<file path="config.mk">
export PLATFORM = sky130hd
export DESIGN_NAME = mem_access_unit
export DESIGN_NICKNAME = d
export VERILOG_FILES = /design/src/rtl/mem_access_unit.sv
export SDC_FILE = /design/constraint.sdc
export NUM_CORES = 1
export LEC_CHECK = 0
export ABC_AREA = 1
export BUFFER_PORTS_ARGS = -buffer_cell sky130_fd_sc_hd__buf_2
export CORE_MARGIN = 1
export CORE_UTILIZATION = 34
export CTS_CLUSTER_DIAMETER = 40
export DETAILED_ROUTE_END_ITERATION = 8
export GPL_ROUTABILITY_DRIVEN = 1
export PLACE_DENSITY = 0.63
export SKIP_LAST_GASP = 1
export SYNTH_ARGS = -nofsm -noshare
export SYNTH_HDL_FRONTEND = slang
export SYNTH_SLANG_ARGS = --single-unit
</file>
<file path="constraint.sdc">
create_clock -name i_clk -period 5.73 [get_ports i_clk]
set_input_delay 0.8595 -clock i_clk [delete_from_list [all_inputs] [get_ports i_clk]]
set_output_delay 0.8595 -clock i_clk [all_outputs]
set_load 0.02 [all_outputs]
</file>
<file path="src/rtl/mem_access_unit.sv">
// MEM-stage load/store initiator: word-aligned byte-enabled req/ack bus, load extraction, timeout.
// Optional `MEM_ALIGN_CHECK_EN: misaligned word/halfword accesses raise err without a bus request.
module mem_access_unit #(
    parameter int unsigned TIMEOUT = 255
) (
    input  logic        i_clk,
    input  logic        i_rst,
    input  logic        i_start,
    input  logic [2:0]  i_op,
    input  logic [31:0] i_addr,
    input  logic [31:0] i_wdata,
    input  logic [31:0] i_pc,
    output logic        o_stall,
    output logic        o_done,
    output logic [31:0] o_rdata,
    output logic        o_err,
    output logic [31:0] o_err_pc,
    output logic        o_mem_req,
    output logic        o_mem_we,
    output logic [31:0] o_mem_addr,
    output logic [3:0]  o_mem_be,
    output logic [31:0] o_mem_wdata,
    input  logic        i_mem_ack,
    input  logic [31:0] i_mem_rdata
);

    localparam logic [2:0] OpLh  = 3'b001;
    localparam logic [2:0] OpLhu = 3'b010;
    localparam logic [2:0] OpLb  = 3'b011;
    localparam logic [2:0] OpLbu = 3'b100;

    typedef enum logic [1:0] {StIdle, StReq, StResp, StErr} state_t;
    typedef enum logic [1:0] {SzWord, SzHalf, SzByte} size_t;

    state_t      r_state;
    logic [15:0] r_cnt;
    logic [2:0]  r_op;
    logic [1:0]  r_off;
    logic [31:0] r_pc;

    size_t       w_size;
    logic        w_we;
    logic [3:0]  w_be;
    logic [31:0] w_wdata;
    logic        w_misaligned;
    logic [7:0]  w_byte;
    logic [15:0] w_half;
    logic [31:0] w_load;

    // Request decode works on the live inputs so it can be registered on the IDLE->REQ edge.
    always_comb begin
        w_size = SzWord;
        w_we   = 1'b0;
        case (i_op)
            3'b001, 3'b010: w_size = SzHalf;
            3'b011, 3'b100: w_size = SzByte;
            3'b101: w_we = 1'b1;
            3'b110: begin w_size = SzHalf; w_we = 1'b1; end
            3'b111: begin w_size = SzByte; w_we = 1'b1; end
            default: w_size = SzWord;
        endcase
        case (w_size)
            SzHalf: begin
                w_be    = i_addr[1] ? 4'b1100 : 4'b0011;
                w_wdata = {2{i_wdata[15:0]}};
            end
            SzByte: begin
                w_be    = 4'b0001 << i_addr[1:0];
                w_wdata = {4{i_wdata[7:0]}};
            end
            default: begin
                w_be    = 4'b1111;
                w_wdata = i_wdata;
            end
        endcase
    end

`ifdef MEM_ALIGN_CHECK_EN
    assign w_misaligned = ((w_size == SzWord) && (i_addr[1:0] != 2'b00)) ||
                          ((w_size == SzHalf) && i_addr[0]);
`else
    assign w_misaligned = 1'b0;
`endif

    // Lane selection uses the captured offset; mem_rdata is only meaningful with mem_ack.
    always_comb begin
        case (r_off)
            2'd1:    w_byte = i_mem_rdata[15:8];
            2'd2:    w_byte = i_mem_rdata[23:16];
            2'd3:    w_byte = i_mem_rdata[31:24];
            default: w_byte = i_mem_rdata[7:0];
        endcase
        w_half = r_off[1] ? i_mem_rdata[31:16] : i_mem_rdata[15:0];
        case (r_op)
            OpLh:    w_load = {{16{w_half[15]}}, w_half};
            OpLhu:   w_load = {16'h0000, w_half};
            OpLb:    w_load = {{24{w_byte[7]}}, w_byte};
            OpLbu:   w_load = {24'h000000, w_byte};
            default: w_load = i_mem_rdata;
        endcase
    end

    assign o_stall = ((r_state == StIdle) && i_start) || (r_state == StReq) || (r_state == StErr);

    always_ff @(posedge i_clk or posedge i_rst) begin
        if (i_rst) begin
            r_state     <= StIdle;
            r_cnt       <= '0;
            r_op        <= '0;
            r_off       <= '0;
            r_pc        <= '0;
            o_done      <= 1'b0;
            o_rdata     <= '0;
            o_err       <= 1'b0;
            o_err_pc    <= '0;
            o_mem_req   <= 1'b0;
            o_mem_we    <= 1'b0;
            o_mem_addr  <= '0;
            o_mem_be    <= '0;
            o_mem_wdata <= '0;
        end else begin
            o_done <= 1'b0;
            o_err  <= 1'b0;
            case (r_state)
                StIdle: begin
                    if (i_start) begin
                        r_op  <= i_op;
                        r_off <= i_addr[1:0];
                        r_pc  <= i_pc;
                        r_cnt <= '0;
                        if (w_misaligned) begin
                            r_state  <= StErr;
                            o_err    <= 1'b1;
                            o_err_pc <= i_pc;
                        end else begin
                            r_state     <= StReq;
                            o_mem_req   <= 1'b1;
                            o_mem_we    <= w_we;
                            o_mem_addr  <= {i_addr[31:2], 2'b00};
                            o_mem_be    <= w_be;
                            o_mem_wdata <= w_wdata;
                        end
                    end
                end
                StReq: begin
                    if (i_mem_ack) begin
                        r_state   <= StResp;
                        o_mem_req <= 1'b0;
                        o_done    <= 1'b1;
                        if (!o_mem_we) begin
                            o_rdata <= w_load;
                        end
                    end else if (r_cnt == 16'(TIMEOUT - 1)) begin
                        r_state   <= StErr;
                        o_mem_req <= 1'b0;
                        o_err     <= 1'b1;
                        o_err_pc  <= r_pc;
                    end else begin
                        r_cnt <= r_cnt + 16'd1;
                    end
                end
                StResp:  r_state <= StIdle;
                StErr:   r_state <= StIdle;
                default: r_state <= StIdle;
            endcase
        end
    end

endmodule

</file>
After elaboration in Yosys (flattened, before gate mapping)
Index checks and enable logic that the tools add are counted.
{ "word_totals": {"ff_bits": 189, "elab_cells": 82} }
{ "classes": {"add_sub_neg": 1, "eq_ne": 24, "n_shift": 1, "n_mux": 25, "n_bitwise": 2, "n_reduce_logical": 15} }
{ "op_table": {"columns": ["cell", "n"], "rows": [
  ["32-bit one-hot mux with 4 select lines", 1],
  ["16-bit 2-to-1 mux", 4],
  ["32-bit one-hot mux with 2 select lines", 1],
  ["16-bit one-hot mux with 2 select lines", 1],
  ["8-bit one-hot mux with 3 select lines", 1],
  ["16-bit by 1-bit adder with 16-bit output, second input constant", 1],
  ["16-bit by 8-bit == test with 1-bit output, second input constant", 1],
  ["3-bit == test, second input constant", 5],
  ["3-bit by 2-bit == test with 1-bit output, second input constant", 4],
  ["2-bit == test, second input constant", 5],
  ["1-bit 2-to-1 mux", 9],
  ["3-bit AND reduction", 3],
  ["3-bit OR reduction", 3],
  ["4-bit one-hot mux with 2 select lines", 1],
  ["2-bit by 1-bit == test with 1-bit output, second input constant", 3],
  ["3-bit by 1-bit == test with 1-bit output, second input constant", 2],
  ["2-bit 2-to-1 mux", 3],
  ["2-bit inequality test, second input constant", 3],
  ["2-bit one-hot mux with 3 select lines", 1],
  ["4-bit 2-to-1 mux", 1],
  ["2-bit one-hot mux with 2 select lines", 1],
  ["2-bit AND reduction", 2],
  ["4-bit AND reduction", 1],
  ["1-bit by 2-bit left shift with 4-bit output, first input constant", 1],
  ["other kinds (8)", 10]
]} }

Logic depth before layout (Yosys ltp)
{ "logic_depth": {"depth_word": 5, "ltp_mapped": 11} }

Least setup slack after synthesis
OpenSTA, ideal clock, no wires.
{ "synth_timing": {"path_type": "input port to flip-flop", "from": "input i_op[1]", "to": "register o_mem_wdata[16]", "setup_ns": 0.135, "t_arrival_ns": 2.245, "required_ns": 5.595, "path_slack_ns": 3.350, "stages": 10, "path_cell_list": "nand2_1 inv_1 nor2_1 o21ai_0 ha_1 clkbuf_1 clkbuf_1 nor3_1 a21oi_1 o21ai_0"} }
{ "synth_between": {"elab_chain_cells": 5} }
{ "synth_lines": {"columns": ["item", "line", "source"], "rows": [
  ["start, declared", "9", "input logic [2:0] i_op,"],
  ["3-bit == test, or another cell as far along", "54", "case (i_op)"],
  ["3-bit OR reduction (no line)", null, null],
  ["2-bit one-hot mux with 2 select lines *", "54", null],
  ["2-bit == test / 2-bit by 1-bit == test with 1-bit output (equally long branches)", "62", "case (w_size)"],
  ["32-bit one-hot mux with 2 select lines *", "62", null],
  ["end signal, assigned", "141", "o_mem_wdata <= w_wdata;"],
  ["end, declared", "22", "output logic [31:0] o_mem_wdata,"]
]} }
Every way passes the cells marked *; elsewhere a longest branch is shown, timed or not.
A chain may end at the register's enable or synchronous reset.

Worst setup path in the final report
{ "layout_timing": {"from": "input i_op[1]", "to": "register o_mem_wdata[14]"} }
The elaborated chain is that of the path after synthesis.

==> impl_metrics.py <==
metrics = {
    "floorplan": {
        "rows": 59,
        "io_pins": 272,
        "start_util": 0.345,
        "die_h_um": 164,
        "die_area_um2": 27000,
        "core-area_um2": 26000,
        "die_w_um": 164,
    },
    "yosys": {
        "yosys.area.top_type": "dfrtp_1",
        "async_reset_ff_frac": 1.00,
        "yosysWarningCount": 0,
        "synthDistinctLibCells": 34,
        "synth_area_leaders": "dfrtp_1 (53%), nand2_1 (18%), nor2_1 (4.9%), o21ai_0 (4.1%), nand3_1 (3.1%)",
        "syn_area_um2": 8960,
        "ys.flop_type": "dfrtp_1",
        "ys_seq_elements": 189,
        "synth_top_area_share": 0.528,
        "synth_edf_count": 0,
        "synth_seq_area_share": 0.528,
        "avgSynthCellArea_um2": 7.89,
        "synth_cells": 1136,
    },
    "timing": {
        "setup_viol": 0,
        "fin_skew_ns": 0.0160,
        "max_freq_mhz": 350,
        "grt_setup_unrepaired": "false",
        "final_hold_viol_count": 0,
        "worst_pin_slew_ns": 1.10,
        "period_share": 0.499,
        "hold_slack_ns": 0.473,
        "layout_setup_ws_ns": 2.87,
        "fin_tns_setup_ns": 0,
        "post-route-min-period_ns": 2.86,
        "slew_headroom": 0.264,
        "slew_viol_final": 0,
    },
    "cts": {
        "clock-root-buffer": "clkbuf_16",
        "htree_levels": 4,
        "clock_sinks": 189,
        "cts_made_buffers": 17,
        "clk_transition_reported_paths_ns": 0.07,
        "clockBufferDepth": 2,
        "postCtsSetupRepairBufs": 0,
        "holdBufCountCts": 0,
        "clk-insertion-delay-late_ns": 0.43,
        "postCtsResizedCells": 0,
        "tritoncts": "built",
    },
    "layout": {
        "drive_above_1_share": 0.249,
        "final_core_util": 0.426,
        "nets": 1514,
        "area_delta_synth_final_pct": 23.6,
    },
    "setup_path": {
        "path_class": "input port to flop",
        "cp_max_fo": 35,
        "cp_data_arrival_time_ns": 3.16,
        "crit_chain": "buf_2 -> nand2_1 -> inv_1 -> nor2_1 -> o21ai_0 -> ha_1 -> inv_1 -> nand2_1 -> a21oi_1",
        "slowest_delay_ns": 1.07,
        "r2r-end": "o_mem_wdata[24]",
        "cpLargestDelayFamily": "adder cells",
        "crit_buf_inv": 3,
        "critPathLaunchType": "input port",
        "r2r_cells": 7,
        "cp.required_ns": 6.03,
        "crit_path_top_delay_cell": "ha_1",
        "rr_startpoint": "r_state[1]",
        "end_kind": "flop",
        "r2r_setup_slack_ns": 3.43,
    },
    "place": {
        "gp_congestion": 0.829,
        "hpwlAfterDp_um": 17400,
        "port_buffers": 269,
        "dp_slack_ns": 2.40,
    },
    "outcome": {
        "status": "finished, final reports clean",
    },
    "run": {
        "drv_cap": 0,
    },
    "routing": {
        "wl_per_cell_um": 14.7,
        "vias_per_cell": 4.75,
        "drtIter0Drc": 622,
        "antenna_left": 0,
        "post-route-drc-count": 0,
        "vias": 8192,
        "dr.pass1.iters": 7,
        "wirelength_um": 25300,
    },
    "power": {
        "power_mw": 5.64,
        "pwr-share-seq": 0.378,
        "swShare": 0.441,
        "power_density_nw_per_um2": 509,
        "combPwrFrac": 0.402,
        "p_switching_mw": 2.49,
        "clkPwrFrac": 0.220,
        "internal_power_mw": 3.15,
        "ir_drop_mv": 0.241,
        "total_leakage_power_nw": 6.07,
    },
    "grt": {
        "gr-usage-all-layers": 0.193,
        "grt_pass1_vias": 7944,
        "grt_pass1_wl_um": 41100,
        "gr-total-overflow": 0,
        "grt_max_degree": 190,
        "grt_antenna_before_repair": 3,
    },
    "hold_path": {
        "min_to": "o_mem_req",
        "min_from": "o_mem_req",
        "hold_path.class": "flop to flop",
        "holdPathStages": 2,
    },
}
## metal layers
layer	up-vias	share of wire	global-route usage
met1	3867	0.43	0.236
met5	-	0	0
met2	259	0.49	0.331
met3	23	0.071	0.0545
met4	0	0.012	0.0501
li1	4043	-	-
## placed cells by master (no fill, tap or decap), drive strengths merged
cell      instances
o22ai             1
inv              79
nand4             6
a31oi             2
xnor2             1
nand2           458
buf             273
o21bai            2
diode             1
dfrtp           189
ha                5
nor3              9
clkinvlp          1
o211ai            1
clkinv            8
a22oi             1
nand3b            1
xor2              6
conb              2
bufinv            1
a21oi            53
o21ai            91
nor2            123
clkbuf           18
nand3            56
## sequential cells by signal, indices dropped and copies added (netlist names)
| name | count |
|---|---|
| o_rdata | 32 |
| o_mem_we | 1 |
| o_done | 1 |
| o_mem_be | 4 |
| r_cnt | 16 |
| r_state | 2 |
| o_err | 1 |
| o_err_pc | 32 |
| o_mem_req | 1 |
| r_off | 2 |
| o_mem_wdata | 32 |
| r_op | 3 |
| r_pc | 32 |
| o_mem_addr | 30 |
## through the flow
step / cells / instance area (µm²)
6_report: 1723 / 11100
5_1_grt: 1723 / 11100
4_1_cts: 1722 / 11100
3_5_place_dp: 1690 / 10500
3_3_place_gp: 1690 / 10500
2_1_floorplan: 1137 / 8970
## tightest hold or removal path, delay by kind of cell (launching register included)
kind,cells,cell delay [ns]
DFF,1,0.34
and+or+nand+nor,2,0.10
## power groups by stage
stage          Combinational (mW)  Sequential, mW  Clock (mW)
6_report                     2.27            2.13        1.24
5_1_grt                      2.54            2.20        1.33
4_1_cts                      2.30            2.13        1.28
3_5_place_dp                 2.30            2.15           0
3_3_place_gp                 2.26            2.15           0
2_1_floorplan                1.21            2.51           0
## Yosys cell counts (all sizes together), types with 2 or more instances
| cell | n |
|---|---|
| ha | 5 |
| a21oi | 53 |
| nand3 | 56 |
| dfrtp | 189 |
| buf | 37 |
| o21ai | 91 |
| nand4 | 6 |
| nand2 | 458 |
| xor2 | 6 |
| inv | 74 |
| clkbuf | 18 |
| o21bai | 2 |
| nor3 | 9 |
| nor2 | 123 |
| a31oi | 2 |
## cells by family (layout without fill, tap and decap cells)
kind of cell,after synthesis,in the layout,synth area share
simple gates,653,653,0.299
flops,189,189,0.528
fa+ha+maj,5,5,0.00698
compound gates,151,151,0.0906
xor+xnor,7,7,0.00684
other cells,1,3,0.000418
buf+inv,130,380,0.0681
## how the worst max path moves through the flow
stage | startpoint | to | slack, ns | cells after the start
2_1_floorplan | i_rst | o_done | 2.44 | 1
3_3_place_gp | i_op[1] | o_mem_wdata[29] | 2.50 | 9
3_5_place_dp | i_op[1] | o_mem_wdata[14] | 2.40 | 9
4_1_cts | i_op[1] | o_mem_wdata[14] | 2.87 | 9
5_1_grt | i_op[1] | o_mem_wdata[14] | 2.67 | 9
6_report | i_op[1] | o_mem_wdata[14] | 2.87 | 9
## area by class of cell
class | instances | area [µm²]
Clock buffer | 18 | 429
Sequential cell | 189 | 4730
Multi-Input combinational cell | 818 | 3630
Fill cell | 2672 | 14900
Inverter | 75 | 289
Antenna cell | 1 | 2.50
Clock inverter | 14 | 189
Timing Repair Buffer | 273 | 1390
Tap cell | 335 | 419
Power figures use the tool's default switching activity.
